$ cat src/rtl/mips_pkg.sv
// Shared encodings for the MIPS datapath: access sizes, memory-stage states,
// load/store opcodes and the access alignment rule.
package mips_pkg;

    localparam logic [1:0] SZ_WORD = 2'b00;
    localparam logic [1:0] SZ_HALF = 2'b01;
    localparam logic [1:0] SZ_BYTE = 2'b10;

    typedef enum logic [1:0] {
        ST_IDLE   = 2'd0,
        ST_ACCESS = 2'd1,
        ST_RESP   = 2'd2
    } state_t;

    localparam logic [5:0] LB  = 6'h20;
    localparam logic [5:0] LH  = 6'h21;
    localparam logic [5:0] LW  = 6'h23;
    localparam logic [5:0] LBU = 6'h24;
    localparam logic [5:0] LHU = 6'h25;
    localparam logic [5:0] SB  = 6'h28;
    localparam logic [5:0] SH  = 6'h29;
    localparam logic [5:0] SW  = 6'h2B;

    // Size 11 is never legal; halves need an even offset, words offset 0.
    function automatic logic access_aligned(input logic [1:0] size, input logic [1:0] offset);
        case (size)
            SZ_WORD: return offset == 2'b00;
            SZ_HALF: return !offset[0];
            SZ_BYTE: return 1'b1;
            default: return 1'b0;
        endcase
    endfunction

endpackage

$ cat src/rtl/load_align.sv
// Big-endian lane steering: in load mode extracts and extends a lane of data,
// in store mode replicates store data across lanes; be is produced in both.
module load_align
    import mips_pkg::*;
(
    input  logic [31:0] data,
    input  logic [1:0]  offset,
    input  logic [1:0]  size,
    input  logic        is_unsigned,
    input  logic        store_mode,
    output logic [31:0] data_out,
    output logic [3:0]  be
);

    function automatic logic [31:0] extend_byte(input logic [7:0] v, input logic zx);
        logic signed [7:0]  s;
        logic signed [31:0] r;
        s = v;
        r = 32'(s);
        return zx ? {24'h0, v} : r;
    endfunction

    function automatic logic [31:0] extend_half(input logic [15:0] v, input logic zx);
        logic signed [15:0] s;
        logic signed [31:0] r;
        s = v;
        r = 32'(s);
        return zx ? {16'h0, v} : r;
    endfunction

    logic [7:0]  byte_lane;
    logic [15:0] half_lane;

    always_comb begin
        case (offset)
            2'd0:    byte_lane = data[31:24];
            2'd1:    byte_lane = data[23:16];
            2'd2:    byte_lane = data[15:8];
            default: byte_lane = data[7:0];
        endcase
        half_lane = offset[1] ? data[15:0] : data[31:16];
    end

    always_comb begin
        case (size)
            SZ_WORD: be = 4'b1111;
            SZ_HALF: be = offset[1] ? 4'b0011 : 4'b1100;
            SZ_BYTE: be = 4'b1000 >> offset;
            default: be = 4'b0000;
        endcase
    end

    always_comb begin
        data_out = data;
        if (store_mode) begin
            case (size)
                SZ_HALF: data_out = {2{data[15:0]}};
                SZ_BYTE: data_out = {4{data[7:0]}};
                default: data_out = data;
            endcase
        end else begin
            case (size)
                SZ_HALF: data_out = extend_half(half_lane, is_unsigned);
                SZ_BYTE: data_out = extend_byte(byte_lane, is_unsigned);
                default: data_out = data;
            endcase
        end
    end

endmodule

$ cat src/rtl/mem_stage.sv
// Memory-access stage: issues word/half/byte accesses over a req/ready data
// memory port, stalls execute while busy and registers the writeback result.
module mem_stage
    import mips_pkg::*;
#(
    parameter int ADDR_W  = 32,
    parameter int TIMEOUT = 64
) (
    input  logic              clock,
    input  logic              reset_n,
    input  logic              ex_valid,
    input  logic [31:0]       ex_alu_out,
    input  logic [31:0]       ex_rt_data,
    input  logic              ex_mem_read,
    input  logic              ex_mem_write,
    input  logic [1:0]        ex_access_size,
    input  logic              ex_load_unsigned,
    input  logic [4:0]        ex_rd,
    input  logic              ex_reg_we,
    output logic              stall,
    output logic              dm_req,
    output logic              dm_we,
    output logic [ADDR_W-1:0] dm_addr,
    output logic [31:0]       dm_wdata,
    output logic [3:0]        dm_be,
    input  logic              dm_ready,
    input  logic [31:0]       dm_rdata,
    output logic              wb_valid,
    output logic [31:0]       wb_data,
    output logic [4:0]        wb_rd,
    output logic              wb_reg_we,
    output logic              misalign,
    output logic              bus_err
);

    localparam int CNT_W = (TIMEOUT > 2) ? $clog2(TIMEOUT) : 1;

    state_t             state, state_n;
    logic [CNT_W-1:0]   cnt, cnt_n;
    logic               wb_valid_n, wb_reg_we_n, misalign_n, bus_err_n;
    logic [31:0]        wb_data_n;
    logic [4:0]         wb_rd_n;

    logic [31:0]        addr_p1, wdata_p1;
    logic [1:0]         size_p1;
    logic               unsigned_p1, store_p1, reg_we_p1;
    logic [4:0]         rd_p1;

    logic               mem_op, aligned, accept, launch, in_access;
    logic [31:0]        store_data, load_data;
    logic [3:0]         store_be, load_be;

    assign mem_op    = ex_mem_read | ex_mem_write;
    assign aligned   = access_aligned(ex_access_size, ex_alu_out[1:0]);
    // RESP frees the stage, so a new instruction can be taken there too.
    assign accept    = reset_n && ex_valid && (state != ST_ACCESS);
    assign launch    = accept && mem_op && aligned;
    assign in_access = (state == ST_ACCESS);

    assign stall    = launch || in_access;
    assign dm_req   = in_access;
    assign dm_we    = in_access && store_p1;
    assign dm_addr  = in_access ? {addr_p1[ADDR_W-1:2], 2'b00} : '0;
    assign dm_wdata = in_access ? store_data : '0;
    assign dm_be    = in_access ? (store_p1 ? store_be : load_be) : 4'b0000;

    load_align u_store_lane (
        .data        (wdata_p1),
        .offset      (addr_p1[1:0]),
        .size        (size_p1),
        .is_unsigned (1'b0),
        .store_mode  (1'b1),
        .data_out    (store_data),
        .be          (store_be)
    );

    load_align u_load_lane (
        .data        (dm_rdata),
        .offset      (addr_p1[1:0]),
        .size        (size_p1),
        .is_unsigned (unsigned_p1),
        .store_mode  (1'b0),
        .data_out    (load_data),
        .be          (load_be)
    );

    always_comb begin
        state_n     = state;
        cnt_n       = cnt;
        wb_valid_n  = 1'b0;
        wb_reg_we_n = 1'b0;
        wb_data_n   = wb_data;
        wb_rd_n     = wb_rd;
        misalign_n  = 1'b0;
        bus_err_n   = 1'b0;
        case (state)
            ST_IDLE, ST_RESP: begin
                state_n = ST_IDLE;
                if (accept) begin
                    if (!mem_op) begin
                        wb_valid_n  = 1'b1;
                        wb_data_n   = ex_alu_out;
                        wb_rd_n     = ex_rd;
                        wb_reg_we_n = ex_reg_we;
                    end else if (!aligned) begin
                        misalign_n = 1'b1;
                        wb_valid_n = 1'b1;
                        wb_data_n  = ex_alu_out;
                        wb_rd_n    = ex_rd;
                    end else begin
                        state_n = ST_ACCESS;
                        cnt_n   = '0;
                    end
                end
            end
            ST_ACCESS: begin
                if (dm_ready) begin
                    state_n     = ST_RESP;
                    wb_valid_n  = 1'b1;
                    wb_rd_n     = rd_p1;
                    wb_data_n   = store_p1 ? addr_p1 : load_data;
                    wb_reg_we_n = reg_we_p1;
                end else if (cnt == CNT_W'(TIMEOUT - 1)) begin
                    state_n    = ST_IDLE;
                    bus_err_n  = 1'b1;
                    wb_valid_n = 1'b1;
                    wb_rd_n    = rd_p1;
                end else begin
                    cnt_n = cnt + 1'b1;
                end
            end
            default: state_n = ST_IDLE;
        endcase
    end

    // Control and result registers
    always_ff @(posedge clock or negedge reset_n) begin
        if (!reset_n) begin
            state     <= ST_IDLE;
            cnt       <= '0;
            wb_valid  <= 1'b0;
            wb_reg_we <= 1'b0;
            wb_data   <= '0;
            wb_rd     <= '0;
            misalign  <= 1'b0;
            bus_err   <= 1'b0;
        end else begin
            state     <= state_n;
            cnt       <= cnt_n;
            wb_valid  <= wb_valid_n;
            wb_reg_we <= wb_reg_we_n;
            wb_data   <= wb_data_n;
            wb_rd     <= wb_rd_n;
            misalign  <= misalign_n;
            bus_err   <= bus_err_n;
        end
    end

    // Access context captured at accept; stores never write a register
    always_ff @(posedge clock) begin
        if (launch) begin
            addr_p1     <= ex_alu_out;
            wdata_p1    <= ex_rt_data;
            size_p1     <= ex_access_size;
            unsigned_p1 <= ex_load_unsigned;
            store_p1    <= ex_mem_write;
            rd_p1       <= ex_rd;
            reg_we_p1   <= ex_reg_we & ~ex_mem_write;
        end
    end

endmodule

$ cat config.mk
export PLATFORM = sky130hd
export DESIGN_NAME = mem_stage
export DESIGN_NICKNAME = d
export VERILOG_FILES = /design/src/rtl/mips_pkg.sv /design/src/rtl/load_align.sv /design/src/rtl/mem_stage.sv
export SDC_FILE = /design/constraint.sdc
export NUM_CORES = 1
export LEC_CHECK = 0
export CAP_MARGIN = 20
export CORE_MARGIN = 5
export CORE_UTILIZATION = 40
export DETAILED_ROUTE_END_ITERATION = 6
export DONT_BUFFER_PORTS = 1
export GPL_TIMING_DRIVEN = 0
export PLACE_DENSITY = 0.52
export SYNTH_ARGS = -nofsm -noshare
export SYNTH_HDL_FRONTEND = slang
export SYNTH_SLANG_ARGS = --single-unit
$ cat constraint.sdc
create_clock -name clock -period 5.6 [get_ports clock]
set_input_delay 0.28 -clock clock [delete_from_list [all_inputs] [get_ports clock]]
set_output_delay 0.28 -clock clock [all_outputs]
set_load 0.005 [all_outputs]
# Yosys cells after proc, flatten, opt, wreduce, memory -nomap -nowiden
# Index checks and enable logic that the tools add are counted.
# W data, S select, Z words.
[totals] output_inout_bits=112 register_bits=123 elab_cells=106
[classes] n_bitwise=3 eq_ne=18 shift=1 muxes=51 add_sub_neg=1 reduce_logical=17
[ops] cell="$mux W32" count=9
[ops] cell="$pmux W32 S2" count=3
[ops] cell="$mux W6" count=5
[ops] cell="$mux W5" count=5
[ops] cell="$pmux W8 S3" count=1
[ops] cell="$mux W1" count=16
[ops] cell="$mux W16" count=1
[ops] cell="$ne A2 B2 Y1 const B" count=6
[ops] cell="$pmux W4 S3" count=1
[ops] cell="$pmux W6 S2" count=1
[ops] cell="$logic_not A2 Y1" count=5
[ops] cell="$pmux W5 S2" count=1
[ops] cell="$eq A2 B1 Y1 const B" count=4
[ops] cell="$eq A2 B2 Y1 const B" count=4
[ops] cell="$mux W4" count=2
[ops] cell="$reduce_and A4 Y1" count=2
[ops] cell="$add A6 B1 Y6 const B" count=1
[ops] cell="$eq A6 B6 Y1 const B" count=1
[ops] cell="$reduce_and A6 Y1" count=1
[ops] cell="$logic_and A1 B1 Y1" count=5
[ops] cell="$mux W2" count=2
[ops] cell="$pmux W1 S2" count=2
[ops] cell="$pmux W2 S2" count=1
[ops] cell="$shr A4 B2 Y4 const A" count=1
[ops] cell="other kinds (11)" count=11

# Depth between registers and ports, before layout
# Gate-level depths: netlist of the first run.
[logic_depth] depth_word=7 ltp_mapped=9

# Modules after synthesis
# A second synthesis of the first run with hierarchy kept.
[hier_totals] cells_unflattened=777 hier_area_um2=7726.2
[modules_own_cells] mod="mem_stage" cells_per_inst=443 area_per_inst_um2=5549.1 seq_area_each_um2=3448.3 n_inst=1
[modules_own_cells] mod="load_align" cells_per_inst=167 area_per_inst_um2=1088.5 seq_area_each_um2=0.0 n_inst=2

# Worst setup path before layout of the first run
# No wires, ideal clock.
[synth_path] path_type="reg-to-reg" startpoint="reg state[0]" endpoint="reg addr_p1[0], enable pin" stages_incl_launch_ff=6 setup_slack_ns=1.053 period_less_slack_ns=4.547 n_path_buf=2 required_ns=5.093 t_arrival_ns=4.040 path_cell_list="dfrtp_1 > nand2b_2 > inv_2 > buf_2 > clkbuf_1 > nor2_1"
[synth_between] elab_chain_len=4
[synth_lines] element="start, declared" line_no="mem_stage.sv:38" rtl="state_t state, state_n;"
[synth_lines] element="start signal, assigned" line_no="mem_stage.sv:148" rtl="state <= state_n;"
[synth_lines] element="$ne A2 B1 Y1" line_no="mem_stage.sv:56" rtl="assign accept = reset_n && ex_valid && (state != ST_ACCESS);"
[synth_lines] element="$logic_and A1 B1 Y1" line_no="mem_stage.sv:56"
[synth_lines] element="$logic_and A1 B1 Y1 (2 in a row)" line_no="mem_stage.sv:57" rtl="assign launch = accept && mem_op && aligned;"
[synth_lines] element="via launch" line_no="mem_stage.sv:49" rtl="logic mem_op, aligned, accept, launch, in_access;"
[synth_lines] element="end signal, assigned" line_no="mem_stage.sv:162" rtl="addr_p1 <= ex_alu_out;"
[synth_lines] element="end, declared" line_no="mem_stage.sv:44" rtl="logic [31:0] addr_p1, wdata_p1;"
# The timed path passes the listed nets, and every way through them passes these cells.
# A chain may end at the register's enable or synchronous reset.

# Final worst setup path of the first run
[layout_path] startpoint="reg size_p1[0]" endpoint="out dm_wdata[30]"
[layout_between] elab_chain_len=3 elab_cells_between_ends=4 classes_between="2 x eq/ne; 2 x mux"
[layout_lines] element="start, declared" line_no="mem_stage.sv:45" rtl="logic [1:0] size_p1;"
[layout_lines] element="start signal, assigned" line_no="mem_stage.sv:164" rtl="size_p1 <= ex_access_size;"
[layout_lines] element="$eq A2 B2 Y1 or $eq A2 B1 Y1 (tied branches)"
[layout_lines] element="$pmux W32 S2 (*)" line_no="load_align.sv:56" rtl="case (size)"
[layout_lines] element="$mux W32 (*)" line_no="mem_stage.sv:64" rtl="assign dm_wdata = in_access ? store_data : '0;"
[layout_lines] element="end, declared" line_no="mem_stage.sv:24" rtl="output logic [31:0] dm_wdata,"
# Mark *: on every way between the ends. The rest lies on a longest branch, timed or not.

==> reports/metrics.cfg, run 1 <==
[cts]
tritoncts=yes
cts-buffers-inserted=17
htree_levels=4
clock_insertion_delay_worst_skew_ns=0.41
cts-resized-gates=0
cts_buffer_depth=2
path_clk_slew_ns=0.05
postCtsSetupBuffers=0
cts_sinks=123
root_buffer=clkbuf_16

[cells_and_area]
n_antenna_cell=0
fillers=1409
post-route-util_pct=52.1
seqCellArea_um2=3450
finalNetCount=817
multiInputGateArea_um2=2440
syn2layout_area_growth_pct=27.0
stdcell_count=925
finalInstanceArea_um2=7980
drive_gt1_share_pct=9.10

[yosys]
synth_cell_types=58
syn_area_per_cell_um2=10.4
synth.area.top_cells=edfxtp_1, dfrtp_1, nor2_1
synth-seq-area-share_pct=54.8
synth_edf_count=74
synth-async-reset-ratio_pct=39.8
synthesis.area_um2=6290
yosysTopAreaCell=edfxtp_1
yosys.cell_count.top_type=nor2_1
synth.top_cell.area_share_pct=35.3
ys_ff_latch=123
syn_inst=604
synth_flop_cell=edfxtp_1
yosys-top-cells-count=nor2_1, edfxtp_1, dfrtp_1
ys_warn_count=0

[critical_path]
slowest_delay_ns=0.43
rr_worst_depth=7
crit_path_top_delay_cell=clkbuf_1
critPathMaxFanout=10
arrival_ns=2.57
path_common_cell=clkbuf_1
path_cells=inv_1 -> ha_1 -> clkbuf_1 -> clkbuf_1 -> nor2_1 -> nor3_1
crit_buf_inv=3
critPathLaunchType=flop
critPathKind=reg2out
cp.required_ns=5.32
cp_num_cells=6
cp_top_family=buffers and inverters
cp-end-kind=primary output

[power]
ir_drop_v=0.000196
p_sw_share_pct=24.8
power_density_nw_per_um2=325
switchingPower_mw=0.644
p_int_mw=1.95
leakage_nw=3.14
finalPower_mw=2.60
seqPwrFrac_pct=44.1
power_frac_clock_pct=43.6
combinationalPowerShare_pct=12.3

[timing]
finalSetupViolCount=0
fin_setup_tns_ns=0
hold_viol_final=0
holdWs_ns=0.0515
maxSlewViolCount=0
skew_ns=0.0104
rsz0062_at_grt=false
worst_slack_ns=2.75
finalCritPeriodShare_pct=50.9
worst_pin_slew_ns=0.687
final.min_clock_period_ns=2.85
max_freq_mhz=351
max_slew_margin_pct=54.2

[grt]
grt_max_degree=50
antenna_found_initial=0
grt_pass1_vias=5316
grt_use_total_pct=22.7
grt_pass1_wl_um=31300
grt_overflow_total=0

[routing]
firstDrtPassIters=5
drt_iter0_drc=364
drt.antenna.violating_nets=0
drc=0
vias=5145
wire_per_inst_um=22.8
viasPerCell=5.56
wirelength_um=21100

[place]
gp_congestion=0.833
dpl.hpwl_um=15200
portBuffers=0
place_ws_ns=2.84
dp_cells=818
postPlaceCellArea_um2=6600

[floorplan]
die_x_um=135
die_h_um=135
die_area_um2=18300
core_um2=15300
rows=45
initial_core_util_pct=41.1
io_pins=223

[worst_hold_path]
whs_path_depth=1
hp-class=in2reg

[status]
status=completed

[run]
drv_cap=0

-- layer usage --
layer / up-vias / wire length [µm] / GRT usage (%)
met5: - / 0 / 0
met4: 0 / 248 / 5.94
met3: 17 / 2180 / 8.95
met2: 217 / 10300 / 37.9
met1: 2526 / 8450 / 27.5
li1: 2385 / - / -
-- what timing repair did --
item / 4_1_cts / 5_1_grt
hold buffers: 75 / 0
setup endpoints to repair: 0 / 0
hold endpoints to repair: 122 / 0
-- path summary, 6_finish.rpt --
check,from,end,slack (ns)
setup / recovery,size_p1[0],dm_wdata[30],2.75
setup reg to reg,state[0],addr_p1[28],2.89
min in group asynchronous,reset_n,wb_data[11],0.40
max in group asynchronous,reset_n,cnt[1],4.97
hold / removal,ex_reg_we,wb_reg_we,0.05
hold reg to reg,cnt[5],cnt[5],0.50
-- sequential cells by signal, indices dropped and copies added, names as in the netlist --
signal / flops
wb_data: 32
unsigned_p1: 1
wb_rd: 5
wb_reg_we: 1
addr_p1: 32
reg_we_p1: 1
state: 2
store_p1: 1
misalign: 1
bus_err: 1
rd_p1: 5
wdata_p1: 32
wb_valid: 1
cnt: 6
size_p1: 2
-- cells in the final DEF, fill, tap and decap left out, types with 20 or more instances in the layout --
| cell type | instances |
|---|---|
| inv_1 | 45 |
| dfrtp_1 | 49 |
| dlygate4sd3_1 | 74 |
| nor2_1 | 80 |
| o21ai_1 | 20 |
| clkbuf_1 | 22 |
| edfxtp_1 | 74 |
| and2_1 | 25 |
| a21oi_1 | 31 |
| nand2_1 | 40 |
-- logic make-up (layout without fill, tap and decap cells) --
group | after synthesis | after routing | share of synthesized area (%)
buffers and inverters | 90 | 199 | 6.53
DFF | 123 | 123 | 54.8
AOI/OAI and AO/OA | 164 | 164 | 19.3
muxes | 14 | 14 | 2.53
other | 1 | 2 | 0.0596
adders and majority gates | 5 | 5 | 0.995
and+or+nand+nor | 207 | 207 | 15.8
-- layout make-up --
type / count / area share (%)
buffer: 44 / 2.98
clock buffer: 26 / 6.66
clock inverter: 6 / 1.00
inverter: 46 / 2.16
multi-input combinational: 392 / 30.6
sequential: 123 / 43.2
tap: 211 / 3.31
timing repair buffer: 77 / 10.1
-- power groups by stage --
stage / Clock, mW / Combinational, mW / Sequential (mW)
5_1_grt: 1.20 / 0.352 / 1.15
3_3_place_gp: 0 / 0.259 / 1.17
6_report: 1.13 / 0.321 / 1.15
4_1_cts: 1.15 / 0.322 / 1.15
2_1_floorplan: 0 / 0.205 / 1.13
3_5_place_dp: 0 / 0.268 / 1.17
Power figures use the tool's default switching activity.
==> inputs of run 2 (changes only) <==
==> constraint.sdc (replaced) <==
create_clock -name clock -period 2.76 [get_ports clock]
set_input_delay 0.138 -clock clock [delete_from_list [all_inputs] [get_ports clock]]
set_output_delay 0.138 -clock clock [all_outputs]
set_load 0.005 [all_outputs]
==> run 2 against run 1 <==
Net effect: sequential power is 100% higher; global-route usage is 1.0 points higher; clock-buffer cell count is 1 higher; hold slack worse by 0.043 ns; first-iteration DRC count is 0.82% lower; die area stayed put; largest power group is now the clock network; power is 110% higher; sequential share of layout area is 0.92 points lower; utilization is 1.1 points higher; via count is 3.2% higher; clock power is 110% higher.
==> reports/metrics.cfg, run 2 (synthesis results as in run 1) <==
[place]
place_ws_ns=0.210  ; -2.63 ns
dpl.hpwl_um=15400  ; +1.2%
dp_cells=818  ; unchanged
gp_congestion=0.833  ; about the same
postPlaceCellArea_um2=6600  ; unchanged
portBuffers=0  ; unchanged

[grt]
grt_overflow_total=0  ; unchanged
grt_pass1_wl_um=33000  ; +5.5%
antenna_found_initial=0  ; unchanged
grt_pass1_vias=5544  ; +4.3%
grt_max_degree=50  ; unchanged
grt_use_total_pct=23.7  ; +1.0 points

[critical_path]
arrival_ns=2.44  ; -0.13 ns
rr_worst_depth=6  ; -1
critPathMaxFanout=10  ; unchanged
cp.required_ns=2.62  ; -2.70 ns
cp-end-kind=primary output
critPathKind=reg2out
critPathLaunchType=flop

[routing]
firstDrtPassIters=5  ; unchanged
wirelength_um=21700  ; +2.7%
viasPerCell=5.66  ; +1.8%
drt_iter0_drc=361  ; -0.82%
wire_per_inst_um=23.2  ; +1.4%
vias=5308  ; +3.2%
drc=0  ; unchanged
drt.antenna.violating_nets=0  ; unchanged

[cells_and_area]
top_regs=addr_p1 (32), wb_data (32), wdata_p1 (32)
finalNetCount=829  ; +1.5%
final_common_cell=dlygate4sd3_1
layout_common_cells=dlygate4sd3_1, nor2_1, edfxtp_1, dfrtp_1, inv_1
stdcell_count=937  ; +1.3%
finalInstanceArea_um2=8160  ; +2.2%
drive_gt1_share_pct=9.64  ; +0.54 points
fillers=1357  ; -3.7%
n_antenna_cell=0  ; unchanged
syn2layout_area_growth_pct=29.7

[cts]
cts_sinks=123  ; unchanged
htree_levels=4  ; unchanged
cts-buffers-inserted=17  ; unchanged
cts_buffer_depth=2  ; unchanged
path_clk_slew_ns=0.05  ; about the same
root_buffer=clkbuf_16
clock_insertion_delay_worst_skew_ns=0.42  ; about the same
tritoncts=yes

[floorplan]
rows=45  ; unchanged
die_h_um=135  ; unchanged
die_area_um2=18300  ; unchanged
core_um2=15300  ; unchanged
io_pins=223  ; unchanged
initial_core_util_pct=41.1  ; unchanged
die_x_um=135  ; unchanged

[worst_hold_path]
hp-class=in2reg
whs_path_depth=2  ; +1

[timing]
worst_pin_slew_ns=0.774  ; +0.0868 ns
worst_slack_ns=0.186  ; -2.57 ns
max_slew_margin_pct=48.3  ; -5.9 points
maxSlewViolCount=0  ; unchanged
max_freq_mhz=389
skew_ns=0.00548  ; -0.00490 ns
finalSetupViolCount=0  ; unchanged
rsz0062_at_grt=false
fin_setup_tns_ns=0  ; unchanged
hold_viol_final=0  ; unchanged
finalCritPeriodShare_pct=93.2
final.min_clock_period_ns=2.57

[run]
drv_cap=0  ; unchanged

[power]
finalPower_mw=5.42  ; +110%
leakage_nw=3.22  ; +2.4%
ir_drop_v=0.000429  ; +120%
power_density_nw_per_um2=664  ; +100%

[status]
status=completed

run 2: layout make-up:
type	count	area, µm²	area share (%)
multi-input combinational	392	2440	30.0
timing repair buffer	91	948	11.6
sequential	123	3450	42.3
buffer	42	234	2.87
tap	211	264	3.24
clock inverter	5	103	1.26
inverter	46	173	2.12
clock buffer	27	544	6.67
run 2: routing by layer:
| layer | track usage, % | vias up | share of wire [%] |
|---|---|---|---|
| li1 | - | 2420 | - |
| met1 | 29.7 | 2616 | 41 |
| met2 | 38.7 | 248 | 48 |
| met3 | 8.99 | 24 | 10 |
| met4 | 6.44 | 0 | 1.6 |
| met5 | 0 | - | 0 |
run 2: stage by stage:
step	util, %	hold WS [ns]
after floorplan	-	-0.158
after global placement	42.9	-0.155
after detailed placement	43.1	-0.155
after CTS	53.3	0.00175
after global routing	53.3	0.0266
final	53.3	0.00833
run 2: timing repair:
item / in CTS / in global routing
setup endpoints to repair: 0 / 34
hold buffers: 89 / 0
setup buffers: 0 / 0
resized for setup: 0 / 6
endpoints found under the hold margin: 149 / 0
run 2: path summary, 6_finish.rpt:
kind	to	slack (ns)	startpoint
max in group asynchronous	wb_rd[1]	2.22	reset_n
hold reg to reg	cnt[5]	0.51	cnt[5]
hold / removal	misalign	0.008	ex_mem_write
setup reg to reg	addr_p1[8]	0.21	state[0]
min in group asynchronous	wb_data[26]	0.30	reset_n
setup / recovery	dm_wdata[30]	0.19	size_p1[0]
run 2: where the power goes:
part / internal (mW) / switching (mW) / total, mW
combinational: 0.319 / 0.360 / 0.679
sequential: 2.16 / 0.172 / 2.33
clock: 1.62 / 0.795 / 2.41
total: 4.09 / 1.33 / 5.42
run 2: critical path: stages, from the launching register on:
cell	delay [ns]
edfxtp_1	0.38
inv_1	0.08
ha_1	0.38
clkbuf_1	0.42
clkbuf_2	0.32
nor2_1	0.08
nor3_1	0.36
==> inputs of run 3 (changes only) <==
==> constraint.sdc (replaced) <==
create_clock -name clock -period 3.1 [get_ports clock]
set_input_delay 0.155 -clock clock [delete_from_list [all_inputs] [get_ports clock]]
set_output_delay 0.155 -clock clock [all_outputs]
set_load 0.005 [all_outputs]
==> run 3 against run 2 <==
Net effect: routed wire length shrank 0.48%; final cell count down 0.32%; non-clock buffer count decreased by 3; power shrank 11%; clock skew hardly changed; combinational power is 12% lower; via count is 0.49% lower; clock power is 11% lower.
==> reports/metrics.cfg, run 3 (synthesis results as in run 1) <==
[timing]
worst_pin_slew_ns=0.784  ; +0.00971 ns
worst_slack_ns=0.361  ; +0.175 ns
skew_ns=0.00580  ; +0.000313 ns
max_freq_mhz=365
finalSetupViolCount=0  ; unchanged
max_slew_margin_pct=47.6  ; -0.65 points
finalCritPeriodShare_pct=88.3
hold_viol_final=0  ; unchanged
maxSlewViolCount=0  ; unchanged
final.min_clock_period_ns=2.74
rsz0062_at_grt=false

[cts]
tritoncts=yes
htree_levels=4  ; unchanged
clock_insertion_delay_worst_skew_ns=0.41  ; about the same
cts_sinks=123  ; unchanged
root_buffer=clkbuf_16
postCtsSetupBuffers=0  ; unchanged
cts_buffer_depth=2  ; unchanged
path_clk_slew_ns=0.05  ; about the same
cts-buffers-inserted=17  ; unchanged

[cells_and_area]
finalInstanceArea_um2=8110  ; -0.60%
drive_gt1_share_pct=9.13  ; -0.51 points
n_antenna_cell=0  ; unchanged
syn2layout_area_growth_pct=28.9
top_regs=addr_p1 (32), wb_data (32), wdata_p1 (32)
final_common_cell=dlygate4sd3_1
finalNetCount=826  ; -0.36%
layout_common_cells=dlygate4sd3_1, nor2_1, edfxtp_1, dfrtp_1, inv_1

[status]
status=completed

[critical_path]
r2r_start=state[0]
ff2ff_setup_slack_ns=0.54  ; +0.33 ns
path_common_cell=clkbuf_1
rr_endpoint=addr_p1[8]
arrival_ns=2.58  ; +0.14 ns
rr_worst_depth=6  ; unchanged
critPathMaxFanout=10  ; unchanged
critPathLaunch=size_p1[0]
cp-end-kind=primary output
critPathLaunchType=flop
crit_path_top_delay_cell=clkbuf_1
slowest_delay_ns=0.43  ; about the same
critPathKind=reg2out
path_cells=inv_1 -> ha_1 -> clkbuf_1 -> clkbuf_1 -> nor2_1 -> nor3_1
cp.required_ns=2.94  ; +0.32 ns

[floorplan]
die_area_um2=18300  ; unchanged
die_x_um=135  ; unchanged
initial_core_util_pct=41.1  ; unchanged
rows=45  ; unchanged
die_h_um=135  ; unchanged
io_pins=223  ; unchanged
core_um2=15300  ; unchanged

[place]
place_ws_ns=0.550  ; +0.340 ns
gp_congestion=0.833  ; unchanged
postPlaceCellArea_um2=6600  ; unchanged
dpl.hpwl_um=15400  ; unchanged
portBuffers=0  ; unchanged

[worst_hold_path]
hp-class=in2reg
whs_path_depth=2  ; unchanged
worstHoldEndpoint=wb_data[8]
hp-start=ex_alu_out[8]

[power]
leakage_nw=3.19  ; -0.86%
p_int_mw=3.64  ; -11%
ir_drop_v=0.000382  ; -11%
p_sw_share_pct=24.5  ; about the same
seqPwrFrac_pct=43.0  ; about the same
power_frac_clock_pct=44.6  ; about the same
power_density_nw_per_um2=595  ; -11%
switchingPower_mw=1.18  ; -11%
combinationalPowerShare_pct=12.4  ; about the same

[routing]
drc=0  ; unchanged
wire_per_inst_um=23.1  ; -0.16%
viasPerCell=5.66  ; -0.17%
firstDrtPassIters=5  ; unchanged
wirelength_um=21600  ; -0.48%
vias=5282  ; -0.49%
drt.antenna.violating_nets=0  ; unchanged
drt_iter0_drc=450  ; +25%

[run]
drv_cap=0  ; unchanged

[grt]
grt_pass1_wl_um=32800  ; -0.65%
busiest_layer=met2
grt_use_met2_pct=38.6  ; -0.055 points
grt_max_degree=50  ; unchanged
grtUsageMet1_pct=29.3  ; -0.37 points
grt_pass1_vias=5520  ; -0.43%
grt_overflow_total=0  ; unchanged
grt_use_total_pct=23.6  ; -0.14 points
antenna_found_initial=0  ; unchanged
use_met3_pct=8.95  ; -0.037 points

==> run 3: routing by layer <==
metal / up-vias / share of wire [%]
met3: 30 / 9.7
met1: 2600 / 41
li1: 2414 / -
met5: - / 0
met4: 0 / 1.8
met2: 238 / 47
==> run 3: how the worst max path moves through the flow <==
stage / end / slack [ns] / cells past startpoint
after floorplan: addr_p1[0] / 0.61 / 5
after global placement: addr_p1[9] / -0.28 / 5
after detailed placement: addr_p1[11] / 0.55 / 6
after CTS: dm_wdata[30] / 0.36 / 6
after global routing: dm_wdata[16] / 0.18 / 7
final: dm_wdata[30] / 0.36 / 6
==> run 3: critical path, delay by kind of cell, from the launching register on <==
| kind | cells | cell delay [ns] |
|---|---|---|
| adders and majority gates | 1 | 0.38 |
| DFF | 1 | 0.38 |
| buffers and inverters | 3 | 0.93 |
| and+or+nand+nor | 2 | 0.47 |
==> run 3: repair_timing <==
| action | 4_1_cts | 5_1_grt |
|---|---|---|
| resized for setup | 0 | 0 |
| setup endpoints to repair | 0 | 0 |
| hold buffers | 84 | 0 |
| endpoints found under the hold margin | 143 | 0 |
==> run 3: area by class of cell <==
type / count / area, µm²
plain buffers: 44 / 238
clock buffers: 27 / 544
clock inverters: 5 / 103
fillers: 1366 / 7210
inverters: 46 / 173
multi-input cells: 392 / 2440
flip-flops and latches: 123 / 3450
well taps: 211 / 264
repair buffers: 86 / 898
==> run 3: power by group through the flow <==
stage	combinational (mW)	clock (mW)	sequential, mW
after detailed placement	0.486	0	2.11
after global routing	0.657	2.26	2.09
final	0.597	2.15	2.07
after CTS	0.599	2.17	2.07
after global placement	0.469	0	2.10
after floorplan	0.371	0	2.04
==> run 3: stage by stage <==
| step | total power, mW | instances | hold WS (ns) | util (%) | TNS (ns) |
|---|---|---|---|---|---|
| finish | 4.82 | 934 | 0.0102 | 52.9 | 0 |
| global route | 5.01 | 934 | 0.0151 | 52.9 | 0 |
| CTS | 4.85 | 934 | 0.00373 | 52.9 | 0 |
| detailed placement | 2.59 | 818 | -0.138 | 43.1 | 0 |
| floorplan | 2.42 | 605 | -0.141 | - | 0 |
| global placement | 2.57 | 816 | -0.138 | 42.9 | -20.56 |
